File: config.mk
export PLATFORM = sky130hd
export DESIGN_NAME = mem_arbiter
export DESIGN_NICKNAME = d
export VERILOG_FILES = /design/src/rtl/mem_arbiter.sv
export SDC_FILE = /design/constraint.sdc
export NUM_CORES = 1
export LEC_CHECK = 0
export CORE_ASPECT_RATIO = 1.1
export CORE_UTILIZATION = 30
export DETAILED_ROUTE_END_ITERATION = 8
export GPL_TIMING_DRIVEN = 0
export PLACE_DENSITY = 0.74
export SYNTH_ARGS = -nofsm -noshare
export SYNTH_HDL_FRONTEND = slang
export SYNTH_SLANG_ARGS = --single-unit
File: constraint.sdc
create_clock -name i_clk -period 2.4 [get_ports i_clk]
set_input_delay 0.6 -clock i_clk [delete_from_list [all_inputs] [get_ports i_clk]]
set_output_delay 0.6 -clock i_clk [all_outputs]
set_load 0.01 [all_outputs]
File: src/rtl/mem_arbiter.sv
// rtl/mem_arbiter.sv - two-port (core A, loader/DMA B) arbiter for the single-port data memory
// Optional MEM_ARB_FIXED_PRIO_EN: ST_ARB conflicts always go to port A instead of round-robin.
module mem_arbiter #(
    parameter int p_WORD_LEN = 16,
    parameter int p_ADDR_LEN = 10,
    parameter int p_MAX_LOCK = 8
) (
    input  logic                  i_clk,
    input  logic                  i_rst,

    input  logic                  i_a_req,
    input  logic                  i_a_wr_en,
    input  logic [15:0]           i_a_addr,
    input  logic [p_WORD_LEN-1:0] i_a_wr_data,
    output logic                  o_a_gnt,
    output logic                  o_a_rvalid,
    output logic [p_WORD_LEN-1:0] o_a_rd_data,

    input  logic                  i_b_req,
    input  logic                  i_b_wr_en,
    input  logic [15:0]           i_b_addr,
    input  logic [p_WORD_LEN-1:0] i_b_wr_data,
    input  logic                  i_b_lock,
    output logic                  o_b_gnt,
    output logic                  o_b_rvalid,
    output logic [p_WORD_LEN-1:0] o_b_rd_data,

    output logic [p_ADDR_LEN-1:0] o_mem_addr,
    output logic                  o_mem_wr_en,
    output logic [p_WORD_LEN-1:0] o_mem_wr_data,
    input  logic [p_WORD_LEN-1:0] i_mem_rd_data,
    output logic                  o_oob
);

    typedef enum logic [1:0] {
        ST_ARB   = 2'd0,
        ST_LOCK  = 2'd1,
        ST_YIELD = 2'd2
    } state_t;

    localparam int CNT_W = $clog2(p_MAX_LOCK + 1);
    localparam logic [CNT_W-1:0] MAX_CNT = CNT_W'(p_MAX_LOCK);

    state_t           state, state_nxt;
    logic [CNT_W-1:0] lock_cnt, lock_cnt_nxt;
    logic             gnt_a, gnt_b;
`ifndef MEM_ARB_FIXED_PRIO_EN
    logic             last_b, last_b_nxt;
`endif

    logic             any_gnt;
    logic             sel_wr_en;
    logic [15:0]      sel_addr;
    logic [p_WORD_LEN-1:0] sel_wr_data;
    logic             sel_oob;
    logic [p_WORD_LEN-1:0] rd_value;
    logic             a_read, b_read;

    always_comb begin
        gnt_a        = 1'b0;
        gnt_b        = 1'b0;
        state_nxt    = state;
        lock_cnt_nxt = lock_cnt;
`ifndef MEM_ARB_FIXED_PRIO_EN
        last_b_nxt   = last_b;
`endif
        unique case (state)
            ST_ARB: begin
                if (i_a_req && i_b_req) begin
`ifdef MEM_ARB_FIXED_PRIO_EN
                    gnt_a = 1'b1;
`else
                    gnt_a = last_b;
                    gnt_b = !last_b;
`endif
                end else begin
                    gnt_a = i_a_req;
                    gnt_b = i_b_req;
                end
                // The ST_ARB grant to B is the first beat of the burst
                if (gnt_b && i_b_lock) begin
                    lock_cnt_nxt = CNT_W'(1);
                    state_nxt    = (i_a_req && p_MAX_LOCK <= 1) ? ST_YIELD : ST_LOCK;
                end
            end
            ST_LOCK: begin
                gnt_b = i_b_req;
                if (!i_b_req || !i_b_lock) begin
                    state_nxt    = ST_ARB;
                    lock_cnt_nxt = '0;
                end else if (i_a_req) begin
                    lock_cnt_nxt = lock_cnt + CNT_W'(1);
                    if (lock_cnt_nxt >= MAX_CNT) begin
                        state_nxt = ST_YIELD;
                    end
                end
            end
            ST_YIELD: begin
                gnt_a        = i_a_req;
                state_nxt    = ST_ARB;
                lock_cnt_nxt = '0;
            end
            default: begin
                state_nxt    = ST_ARB;
                lock_cnt_nxt = '0;
            end
        endcase
`ifndef MEM_ARB_FIXED_PRIO_EN
        if (gnt_a) begin
            last_b_nxt = 1'b0;
        end else if (gnt_b) begin
            last_b_nxt = 1'b1;
        end
`endif
    end

    // Reset forces every combinational output low in the same cycle
    assign o_a_gnt = gnt_a & ~i_rst;
    assign o_b_gnt = gnt_b & ~i_rst;
    assign any_gnt = o_a_gnt | o_b_gnt;

    assign sel_addr    = o_b_gnt ? i_b_addr    : i_a_addr;
    assign sel_wr_en   = o_b_gnt ? i_b_wr_en   : i_a_wr_en;
    assign sel_wr_data = o_b_gnt ? i_b_wr_data : i_a_wr_data;
    assign sel_oob     = |(sel_addr >> p_ADDR_LEN);

    assign o_mem_addr    = any_gnt ? sel_addr[p_ADDR_LEN-1:0] : '0;
    assign o_mem_wr_data = any_gnt ? sel_wr_data : '0;
    assign o_mem_wr_en   = any_gnt & sel_wr_en & ~sel_oob;
    assign o_oob         = any_gnt & sel_oob;

    assign rd_value = sel_oob ? '0 : i_mem_rd_data;
    assign a_read   = o_a_gnt & ~i_a_wr_en;
    assign b_read   = o_b_gnt & ~i_b_wr_en;

    always_ff @(posedge i_clk or posedge i_rst) begin
        if (i_rst) begin
            state       <= ST_ARB;
            lock_cnt    <= '0;
`ifndef MEM_ARB_FIXED_PRIO_EN
            last_b      <= 1'b1;
`endif
            o_a_rvalid  <= 1'b0;
            o_b_rvalid  <= 1'b0;
            o_a_rd_data <= '0;
            o_b_rd_data <= '0;
        end else begin
            state      <= state_nxt;
            lock_cnt   <= lock_cnt_nxt;
`ifndef MEM_ARB_FIXED_PRIO_EN
            last_b     <= last_b_nxt;
`endif
            o_a_rvalid <= a_read;
            o_b_rvalid <= b_read;
            if (a_read) begin
                o_a_rd_data <= rd_value;
            end
            if (b_read) begin
                o_b_rd_data <= rd_value;
            end
        end
    end

endmodule

==> results of run 1 <==
metrics by stage:
stage / area (um^2) / hold WS [ps] / util / worst slack, ps / setup TNS, ps
2_1_floorplan: 1957 / 450.2 / - / 3.910 / 0
3_3_place_gp: 3558 / 481.2 / 0.5711 / -1325 / -51190
3_5_place_dp: 3558 / 490.7 / 0.5711 / -1343 / -49910
4_1_cts: 3822 / 507.9 / 0.6135 / -276.9 / -1826
5_1_grt: 3925 / 525.9 / 0.6299 / -228.4 / -2424
6_report: 3925 / 501.5 / 0.6299 / -200.1 / -762.3
critical path: stages:
cell,delay [ps]
sky130_fd_sc_hd__buf_6,90
sky130_fd_sc_hd__or4_4,540
sky130_fd_sc_hd__or4_4,500
sky130_fd_sc_hd__o21ai_2,140
sky130_fd_sc_hd__buf_6,130
path summary, 6_finish.rpt:
path | start | to | slack (ps) | cells past startpoint
max | i_b_addr[15] | o_mem_wr_en | -200 | 5
min | lock_cnt[2] | lock_cnt[2] | 500 | 1
max reg2reg | state[1] | o_a_rd_data[8] | 140 | 7
min reg2reg | lock_cnt[2] | lock_cnt[2] | 500 | 1
max in group asynchronous | i_rst | state[0] | 1230 | 3
min in group asynchronous | i_rst | lock_cnt[0] | 610 | 3
repair_timing:
| item | 4_1_cts | 5_1_grt |
|---|---|---|
| endpoints found under the setup margin | 54 | 39 |
| gates resized for setup | 196 | 18 |
| endpoints found under the hold margin | 0 | 0 |
| pin swaps | 26 | 19 |
| cloned | 2 | 0 |
| setup buffers | 18 | 5 |
synth_stat cells, drive strengths merged:
cell	instances	area [um^2]
a2111o	1	11.26
a21o	2	15.01
o21ai	4	20.02
a311oi	1	8.760
nand2b	1	6.260
and3b	1	8.760
nand3	4	20.02
buf	3	21.27
dfrtp	40	1001
a32o	1	10.01
or2	1	6.260
nor3	4	25.02
xnor2	1	8.760
a21boi	2	15.01
and4b	1	10.01
or3b	1	8.760
or3	1	6.260
nand2	3	11.26
nor2	4	15.01
nor3b	2	15.01
a22o	58	508.0
inv	6	22.52
a31o	1	8.760
xor2	1	8.760
o32ai	1	8.760
a2111oi	1	8.760
nand3b	1	7.510
or4	4	33.78
clkbuf	9	33.78
ha	1	12.51
dfstp	1	26.28
a21oi	3	26.28
cells by family after synthesis:
| group | Yosys count | synth area share |
|---|---|---|
| AND/OR/NAND/NOR | 28 | 0.08922 |
| buffers and inverters | 18 | 0.03979 |
| XOR/XNOR | 2 | 0.008988 |
| AO/OA/AOI/OAI | 75 | 0.3286 |
| adder cells (fa/ha/maj) | 1 | 0.006417 |
| flip-flops | 41 | 0.5270 |
sequential cells by signal, summed over array words and instances (netlist names):
register     flops
last_b           1
lock_cnt         4
o_a_rd_data     16
o_a_rvalid       1
o_b_rd_data     16
o_b_rvalid       1
state            2
metal layers:
metal | GRT usage | up-vias | routed length (um)
met1 | 0.2456 | 1041 | 2877
met5 | 0 | - | 0
li1 | - | 1016 | -
met3 | 0.06947 | 16 | 769
met4 | 0.06446 | 0 | 207
met2 | 0.4095 | 110 | 3768
power by group through the flow:
stage | clock, mW | sequential (mW) | combinational (mW)
2_1_floorplan | 0 | 0.742 | 0.144
3_3_place_gp | 0 | 0.742 | 0.415
3_5_place_dp | 0 | 0.742 | 0.421
4_1_cts | 0.579 | 0.730 | 0.443
5_1_grt | 0.615 | 0.734 | 0.504
6_report | 0.572 | 0.731 | 0.469
layout make-up:
class,count,area share
timing repair buffer,175,0.4106
multi-input combinational,106,0.2391
clock buffer,7,0.02200
tap,80,0.02550
clock inverter,1,0.007651
inverter,6,0.005738
buffer,11,0.02710
sequential,41,0.2624
==> run summary, run 1 <==
Cell area power density -> 451.5 nW/um^2
Pre-Repair DR Iteration Count -> 4
Largest fanout on the critical path -> 2
Type of destination of the critical path -> output port
Routability Congestion -> 0.7924
Max Clock Freq -> 0.3846 GHz
Post-synthesis cell count -> 165
Required time worst endpoint -> 1800 ps
Wirelength per Cell -> 17.85 um
Data arrival time of the worst path -> 2000 ps
Initial antenna violation count -> 0
Final layout net count -> 434
RSZ-0062 raised after global routing -> yes
Count of input and output buffers -> 150
Number of global-route vias before repair -> 2243
Total area of multi-input combinational cells -> 938.4 um^2
Area overhead of the layout relative to synthesis -> 101.3%
Final number of hold-violating endpoints -> 0
Number of DRC violations after detailed-routing iteration 0 -> 99
Vias after detailed routing -> 2183
Clock skew after layout -> 4.011 ps
Grt ovf -> 0
Maximum root-to-sink buffer count -> 2
Maximum Capacitance Violations -> 0
Clock transition at the register clock pins on the worst setup and hold paths after CTS -> 80 ps
Violations in the final reports -> negative setup slack
Post-detail-place hpwl -> 5.491 mm
Setup Viol. Count Final -> 11
Maximum VDD drop -> 0.0003647 V
Standby leakage power -> 1.829 nW
Storage element area -> 1030 um^2
# DRC -> 0
Width of the die -> 78.86 um
Worst Tran Pin Value -> 817.9 ps
Deepest level of the CTS H-tree -> 2
Run status -> finished with violations
Switching portion of total power -> 0.2465
Power Internal -> 1.335 mW
Combinational power share -> 0.265
Fill cell total of the finished layout -> 536
Diode count -> 0
Relative slew slack -> 0.4539
Cell area after synthesis -> 1949 um^2
Final Max Slew Viols -> 0
Final worst-path cycle share -> 1.083
Vertical die dimension -> 86.55 um
Number of sinks handled by clock tree synthesis -> 41
CTS root buf -> sky130_fd_sc_hd__clkbuf_8
Placed insts -> 395
Netlist cell types -> 36
Drt via density -> 5.112
Share of layout cells above drive strength 1 -> 0.2853
Clock power frac -> 0.323
Category of the most critical setup path -> in -> out
Total power -> 1.772 mW
Period minus WS final -> 2600 ps
Most common library cell in the layout ignoring fill and taps -> sky130_fd_sc_hd__clkdlybuf4s50_1
TritonCTS clock tree -> done
Crit path setup slack, layout -> -200.1 ps
Highest-count cells in the layout ignoring fill and taps -> sky130_fd_sc_hd__clkdlybuf4s50_1 (107), sky130_fd_sc_hd__a22o_1 (57), sky130_fd_sc_hd__dfrtp_1 (38)
First-pass GRT wire length -> 11.65 mm
Register area share after synthesis -> 0.5270
Worst skew pair latency -> 290 ps
Global-route total usage across every layer -> 0.2227
Starting Density -> 0.3129
Pin count of the biggest net entering global routing -> 42
Post-Route WL -> 7.622 mm
Synthesized netlist net count -> 253
Core area -> 6231 um^2
Die outline area -> 6825 um^2
Boundary pin count -> 151
Floorplan row count -> 30
HP Class -> reg -> reg
Count of hold-fix buffers inserted at cts -> 0
Sequential power share -> 0.412
Startpoint type of the worst setup path -> primary input
Synthesized area per cell -> 11.81 um^2
Number of warnings printed during yosys synthesis -> 0
Net switching power -> 0.4367 mW
Cts bufs inserted -> 5
Number of synthesized register bits -> 41
Non-filler cells, final -> 427
Number of routed nets with antenna violations -> 0
No activity file was read; power rests on OpenSTA's default activity.
==> run 2, diff against run 1 <==
--- a/config.mk
+++ b/config.mk
@@ -10,6 +10,7 @@
 export DETAILED_ROUTE_END_ITERATION = 8
 export GPL_TIMING_DRIVEN = 0
 export PLACE_DENSITY = 0.74
+export SLEW_MARGIN = 10
 export SYNTH_ARGS = -nofsm -noshare
 export SYNTH_HDL_FRONTEND = slang
 export SYNTH_SLANG_ARGS = --single-unit
==> run summary, run 2 (synthesis results as in run 1) <==
Number of global-route vias before repair -> 2298 (was 2243)
Maximum VDD drop -> 0.0003227 V (was 0.0003647 V)
Number of routed nets with antenna violations -> 0 (unchanged)
Count of hold-fix buffers inserted at cts -> 0 (unchanged)
Largest fanout on the critical path -> 2 (unchanged)
Crit path setup slack, layout -> -211.6 ps (was -200.1 ps)
Count of input and output buffers -> 150 (unchanged)
Number of DRC violations after detailed-routing iteration 0 -> 84 (was 99)
Period minus WS final -> 2612 ps (was 2600 ps)
Run status -> finished with violations (unchanged)
Final number of hold-violating endpoints -> 0 (unchanged)
Switching portion of total power -> 0.2605 (was 0.2465)
Pre-Repair DR Iteration Count -> 4 (unchanged)
Worst skew pair latency -> 290 ps (about the same)
Utilization after layout -> 0.6321 (was 0.6299)
Kind of cell with the highest combined delay on the critical path -> simple AND/OR/NAND/NOR gates (unchanged)
Setup Viol. Count Final -> 27 (was 11)
Cell breakdown of the critical path -> buf_6, or4_4, or4_4, o21ai_2, buf_6 (unchanged)
# DRC -> 0 (unchanged)
Startpoint of the most critical register-to-register path -> last_b (was state[1])
Post-Route WL -> 7.760 mm (was 7.622 mm)
Category of the most critical setup path -> in -> out (unchanged)
Standby leakage power -> 1.829 nW (about the same)
Slowest cell on the critical path -> sky130_fd_sc_hd__or4_4 (unchanged)
R2R cell count -> 8 (was 7)
Total area of multi-input combinational cells -> 952.2 um^2 (was 938.4 um^2)
RSZ-0062 raised after global routing -> yes (unchanged)
Vias after detailed routing -> 2187 (was 2183)
Largest regs -> o_a_rd_data: 16 flops, o_b_rd_data: 16 flops, lock_cnt: 4 flops (unchanged)
TritonCTS clock tree -> done (unchanged)
Maximum root-to-sink buffer count -> 2 (unchanged)
Total power -> 1.714 mW (was 1.772 mW)
Global-route total usage across every layer -> 0.2203 (was 0.2227)
Final layout net count -> 433 (was 434)
Boundary pin count -> 151 (unchanged)
Pin count of the biggest net entering global routing -> 41 (was 42)
Core area -> 6231 um^2 (unchanged)
Violations in the final reports -> negative setup slack (unchanged)
Combinational power share -> 0.281 (was 0.265)
Relative slew slack -> 0.6383 (was 0.4539)
Required time worst endpoint -> 1800 ps (about the same)
Clock power frac -> 0.294 (was 0.323)
Sequential power share -> 0.426 (was 0.412)
RR Endpoint -> o_a_rd_data[8] (unchanged)
Count of buffering cells on the critical path with inverters included -> 2 (unchanged)
Storage element area -> 1030 um^2 (unchanged)
Fill cell total of the finished layout -> 532 (was 536)
R2R setup slack -> 130 ps (was 140 ps)
Share of layout cells above drive strength 1 -> 0.2948 (was 0.2853)
Launch point of the critical path -> i_b_addr[15] (unchanged)
Highest-count cells in the layout ignoring fill and taps -> sky130_fd_sc_hd__clkdlybuf4s50_1 (107), sky130_fd_sc_hd__a22o_1 (57), sky130_fd_sc_hd__dfrtp_1 (38) (unchanged)
Startpoint type of the worst setup path -> primary input (unchanged)
Max Clock Freq -> 0.3829 GHz (was 0.3846 GHz)
Endpoint of the most critical setup path -> o_mem_wr_en (unchanged)
Most common library cell in the layout ignoring fill and taps -> sky130_fd_sc_hd__clkdlybuf4s50_1 (unchanged)
Critical path's largest stage delay -> 530 ps (was 540 ps)
Wirelength per Cell -> 18.22 um (was 17.85 um)
Final worst-path cycle share -> 1.088 (was 1.083)
Final Max Slew Viols -> 0 (unchanged)
Width of the die -> 78.86 um (unchanged)
Worst Tran Pin Value -> 542.5 ps (was 817.9 ps)
Power Internal -> 1.268 mW (was 1.335 mW)
Stages on the worst setup path -> 5 (unchanged)
Routability Congestion -> 0.7924 (unchanged)
Post-detail-place hpwl -> 5.480 mm (was 5.491 mm)
Pre-CTS WS -> -1332 ps (was -1343 ps)
Clock transition at the register clock pins on the worst setup and hold paths after CTS -> 80 ps (about the same)
Drt via density -> 5.134 (was 5.112)
Floorplan row count -> 30 (unchanged)
Starting Density -> 0.3129 (unchanged)
Net switching power -> 0.4466 mW (was 0.4367 mW)
Diode count -> 0 (unchanged)
Final worst hold slack -> 163.9 ps (was 501.5 ps)
Clock skew after layout -> 2.624 ps (was 4.011 ps)
Cts bufs inserted -> 5 (unchanged)
Initial antenna violation count -> 0 (unchanged)
Deepest level of the CTS H-tree -> 2 (unchanged)
Data arrival time of the worst path -> 2010 ps (was 2000 ps)
Area overhead of the layout relative to synthesis -> 102.1% (was 101.3%)
Number of sinks handled by clock tree synthesis -> 41 (unchanged)
Type of destination of the critical path -> output port (unchanged)
First-pass GRT wire length -> 11.57 mm (was 11.65 mm)
CTS root buf -> sky130_fd_sc_hd__clkbuf_8 (unchanged)
Setup TNS -> -1374 ps (was -762.3 ps)
Maximum Capacitance Violations -> 0 (unchanged)
Grt ovf -> 0 (unchanged)
Die outline area -> 6825 um^2 (unchanged)
Cell area power density -> 435.2 nW/um^2 (was 451.5 nW/um^2)
Vertical die dimension -> 86.55 um (unchanged)
HP Class -> in -> async (was reg -> reg)
## run 2: final cells by class
type	instances	share of cell area
repair buffers	174	0.4098
flip-flops and latches	41	0.2614
multi-input cells	106	0.2417
plain buffers	11	0.02859
well taps	80	0.02541
clock buffers	7	0.02446
inverters	6	0.006353
clock inverters	1	0.002224
## run 2: per-layer routing
layer	vias up	track usage	routed length, um	share of wire
li1	1018	-	-	-
met1	1058	0.2358	2854	0.37
met2	99	0.4055	4009	0.52
met3	12	0.08000	782	0.10
met4	0	0.06281	114	0.015
met5	-	0	0	0
## run 2: worst min-delay path by stage
stage / cells past startpoint / slack [ps] / from / end
floorplan: 1 / 450 / lock_cnt[2] / lock_cnt[2]
global placement: 1 / 480 / lock_cnt[3] / lock_cnt[3]
detailed placement: 1 / 490 / o_b_rd_data[6] / o_b_rd_data[6]
CTS: 2 / 150 / i_rst / lock_cnt[0]
global route: 2 / 150 / i_rst / lock_cnt[0]
finish: 2 / 160 / i_rst / lock_cnt[0]
## run 2: power groups by stage
stage,clock network (mW),logic (mW),registers [mW]
2_1_floorplan,0,0.144,0.742
3_3_place_gp,0,0.415,0.742
6_report,0.504,0.481,0.730
5_1_grt,0.542,0.514,0.734
3_5_place_dp,0,0.425,0.742
4_1_cts,0.521,0.453,0.728
## run 2: repair_timing
item | 4_1_cts | 5_1_grt
pin swaps | 20 | 22
cloned | 2 | 1
setup endpoints to repair | 59 | 39
setup buffers | 17 | 5
resized for setup | 193 | 33
## run 2: per-stage QoR
step                instances  cell area (um^2)
floorplan                 165              1957
global placement          395              3558
detailed placement        396              3578
CTS                       423              3821
global route              426              3939
finish                    426              3939
==> patch (flow settings as in run 2) <==
The 3 states of `state_t` get a one-hot encoding in 3 bits.
--- a/src/rtl/mem_arbiter.sv
+++ b/src/rtl/mem_arbiter.sv
@@ -34,6 +34,6 @@
 
-    typedef enum logic [1:0] {
-        ST_ARB   = 2'd0,
-        ST_LOCK  = 2'd1,
-        ST_YIELD = 2'd2
+    typedef enum logic [2:0] {
+        ST_ARB   = 3'b001,
+        ST_LOCK  = 3'b010,
+        ST_YIELD = 3'b100
     } state_t;
Check against the original RTL: same outputs for any inputs over 10 cycles, from zero or initial values and one cycle with i_rst high; not proved beyond that.
==> patch against run 2 <==
  * The run still ends with setup timing left
  * Sequential cell count up 1
  * Critical path depth up 2
  * Core utilization down 6.5 points
  * Total power up 67%
  * Design area up 23%
  * Routed wire length up 33%
  * Setup slack worse by 63 ps
  * Area after synthesis up 38%
  * Critical path type is now reg2out
  * Highest routed layer unchanged
==> patch: results (changes against run 2) <==
stage,metric,value,unit,change
yosys,synth_area_leaders,"dfrtp_1 (37%), nand3_1 (8.2%), o21ai_0 (8.0%), a211oi_1 (7.3%), mux2i_1 (6.3%)",,"was dfrtp_1 (51%), a22o_1 (26%), clkbuf_1 (1.7%), dfstp_2 (1.3%), inv_1 (1.2%)"
clock_tree,cts_buffer_depth,2,,unchanged
timing,tns,-6812,ps,was -1374 ps
drt,vias,3143,,"was 2,187"
critical_path,critical-path-top-delay-family,flip-flops,,was simple AND/OR/NAND/NOR gates
clock_tree,clk_latency,300,ps,
critical_path,cp_data_arrival_time,2070,ps,was 2010 ps
global_route,grt_util_all_layers,21.91,%,was 22.03%
power,power.leakage,1.961,nW,was 1.829 nW
layout,final_nets,575,,was 433
critical_path,critPathMaxFanout,5,,was 2
critical_path,max_stage_delay,560,ps,was 530 ps
power,worst_ir_drop_vdd,238.5,µV,was 322.7 µV
power,swShare,34.60,%,was 26.05%
yosys,yosysUniqueCellTypes,45,,was 36
drt,drt_iter0_markers,139,,was 84
global_route,gr-total-overflow,0,,unchanged
drt,wl_met1,4.159,mm,was 2.854 mm
placement,port_buffers,148,,was 150
yosys,ys_top_cells_by_count,"nand3_1 (44), o21ai_0 (43), dfrtp_1 (40)",,"was a22o_1 (58), dfrtp_1 (40), clkbuf_1 (9)"
drt,top_layer_used,met4,,unchanged
drt,avgRoutedWirePerCell,17.18,µm,was 18.22 µm
layout,drive_above_1_share,30.74,%,was 29.48%
drt,routed-wl-met3,533,µm,was 782 µm
min_path,min_path_type,in2async,,unchanged
global_route,antenna_found_initial,0,,unchanged
yosys,synth_nets,395,,was 253
layout,antenna_cells,0,,unchanged
clock_tree,htreeDepth,2,,unchanged
drt,dr.pass1.iters,5,,was 4
placement,dp_hpwl,7.270,mm,was 5.480 mm
timing,setup_ws,-274.3,ps,was -211.6 ps
global_route,grt_pass1_wl,16.02,mm,was 11.57 mm
drt,dr_wl_met2,5.333,mm,was 4.009 mm
clock_tree,clkTransAtPathRegs,90,ps,
placement,gp_congestion,0.8671,,was 0.7924
outcome,violations,setup timing,,unchanged
yosys,yosysWarningCount,0,,unchanged
clock_tree,cts_inserted_buffers,5,,unchanged
layout,largestRegisters,"o_a_rd_data: 16 flops, o_b_rd_data: 16 flops, lock_cnt: 4 flops",,unchanged
yosys,seq_area_frac_synth,39.24,%,was 52.70%
timing,setup_viol,30,,was 27
critical_path,cp_slowest_cell,dfstp_2,,was or4_4
outcome,status,finished with violations,,unchanged
timing,clock_skew,6.529,ps,was 2.624 ps
clock_tree,ctsRootBufferMaster,clkbuf_8,,unchanged
global_route,grt_max_degree,22,,was 41
timing,tightest_slew,1019,ps,was 542.5 ps
yosys,async_reset_ff_share,100.0,%,unchanged
[patch: cell count changes after synthesis, sizes merged, moves of 18 or more]
cell and change:
a22o -58, nand2 +18, o21ai +42, nand3 +40
a211oi +27
[patch: final cells by class]
cell class | count | area (µm²)
clock inverter | 3 | 43.79
timing repair buffer | 171 | 1570
fill | 786 | 3692
buffer | 29 | 264.0
multi-input combinational | 217 | 1623
clock buffer | 5 | 68.82
timing repair inverter | 2 | 10.01
inverter | 19 | 75.07
sequential | 42 | 1054
tap | 111 | 138.9
[patch: metrics by stage]
stage | cell area (µm²) | utilization [%] | std cells | setup slack, ps
final | 4847 | 56.76 | 599 | -274.3
after global routing | 4847 | 56.76 | 599 | -355.7
after CTS | 4781 | 55.99 | 594 | -267.8
after detailed placement | 4502 | 52.72 | 566 | -1339
after global placement | 4502 | 52.72 | 566 | -1328
after floorplan | 2882 | - | 307 | -394.5
[patch: per-layer routing]
layer  global-route usage [%]  vias to the layer above
li1                         -                     1488
met2                    38.46                      113
met5                        0                        -
met1                    27.01                     1520
met4                    7.091                        0
met3                    4.429                       22
[patch: path summary, 6_finish.rpt]
path | from | endpoint | slack (ps) | depth (start not counted)
worst max-delay path | state[0]$_DFFE_PP1P_ | o_mem_wr_data[1] | -270 | 7
worst min-delay path | i_rst | o_b_rd_data[7]$_DFFE_PP0P_ | 380 | 3
worst max register to register | state[0]$_DFFE_PP1P_ | o_a_rd_data[5]$_DFFE_PP0P_ | 480 | 6
worst min register to register | lock_cnt[2]$_DFFE_PP0P_ | lock_cnt[2]$_DFFE_PP0P_ | 480 | 1
max in group asynchronous | i_rst | o_a_rd_data[5]$_DFFE_PP0P_ | 1380 | 2
min in group i_clk | lock_cnt[2]$_DFFE_PP0P_ | lock_cnt[2]$_DFFE_PP0P_ | 480 | 1
[patch: cell families (layout without fill, tap and decap cells)]
| kind of cell | count (synthesis) | count (layout) | share of synthesized area [%] |
|---|---|---|---|
| AO/OA/AOI/OAI | 106 | 106 | 26.56 |
| AND/OR/NAND/NOR | 92 | 92 | 18.50 |
| buffers and inverters | 48 | 229 | 8.574 |
| flip-flops | 42 | 42 | 39.24 |
| multiplexers | 17 | 17 | 6.337 |
| adder cells (fa/ha/maj) | 1 | 1 | 0.4659 |
| XOR/XNOR | 1 | 1 | 0.3262 |
[patch: power groups by stage]
stage / sequential (W) / clock (W) / combinational [W]
floorplan: 0.000941 / 0 / 0.000537
global placement: 0.000902 / 0 / 0.00113
detailed placement: 0.000906 / 0 / 0.00116
CTS: 0.000896 / 0.000585 / 0.00132
global route: 0.000913 / 0.000611 / 0.00149
finish: 0.000898 / 0.000573 / 0.00140
[patch: repair_timing]
item,CTS,global route
setup buffers,18,4
pin swaps,13,11
gates resized for setup,181,10
cloned,3,1
hold endpoints to repair,0,0
setup endpoints to repair,30,30
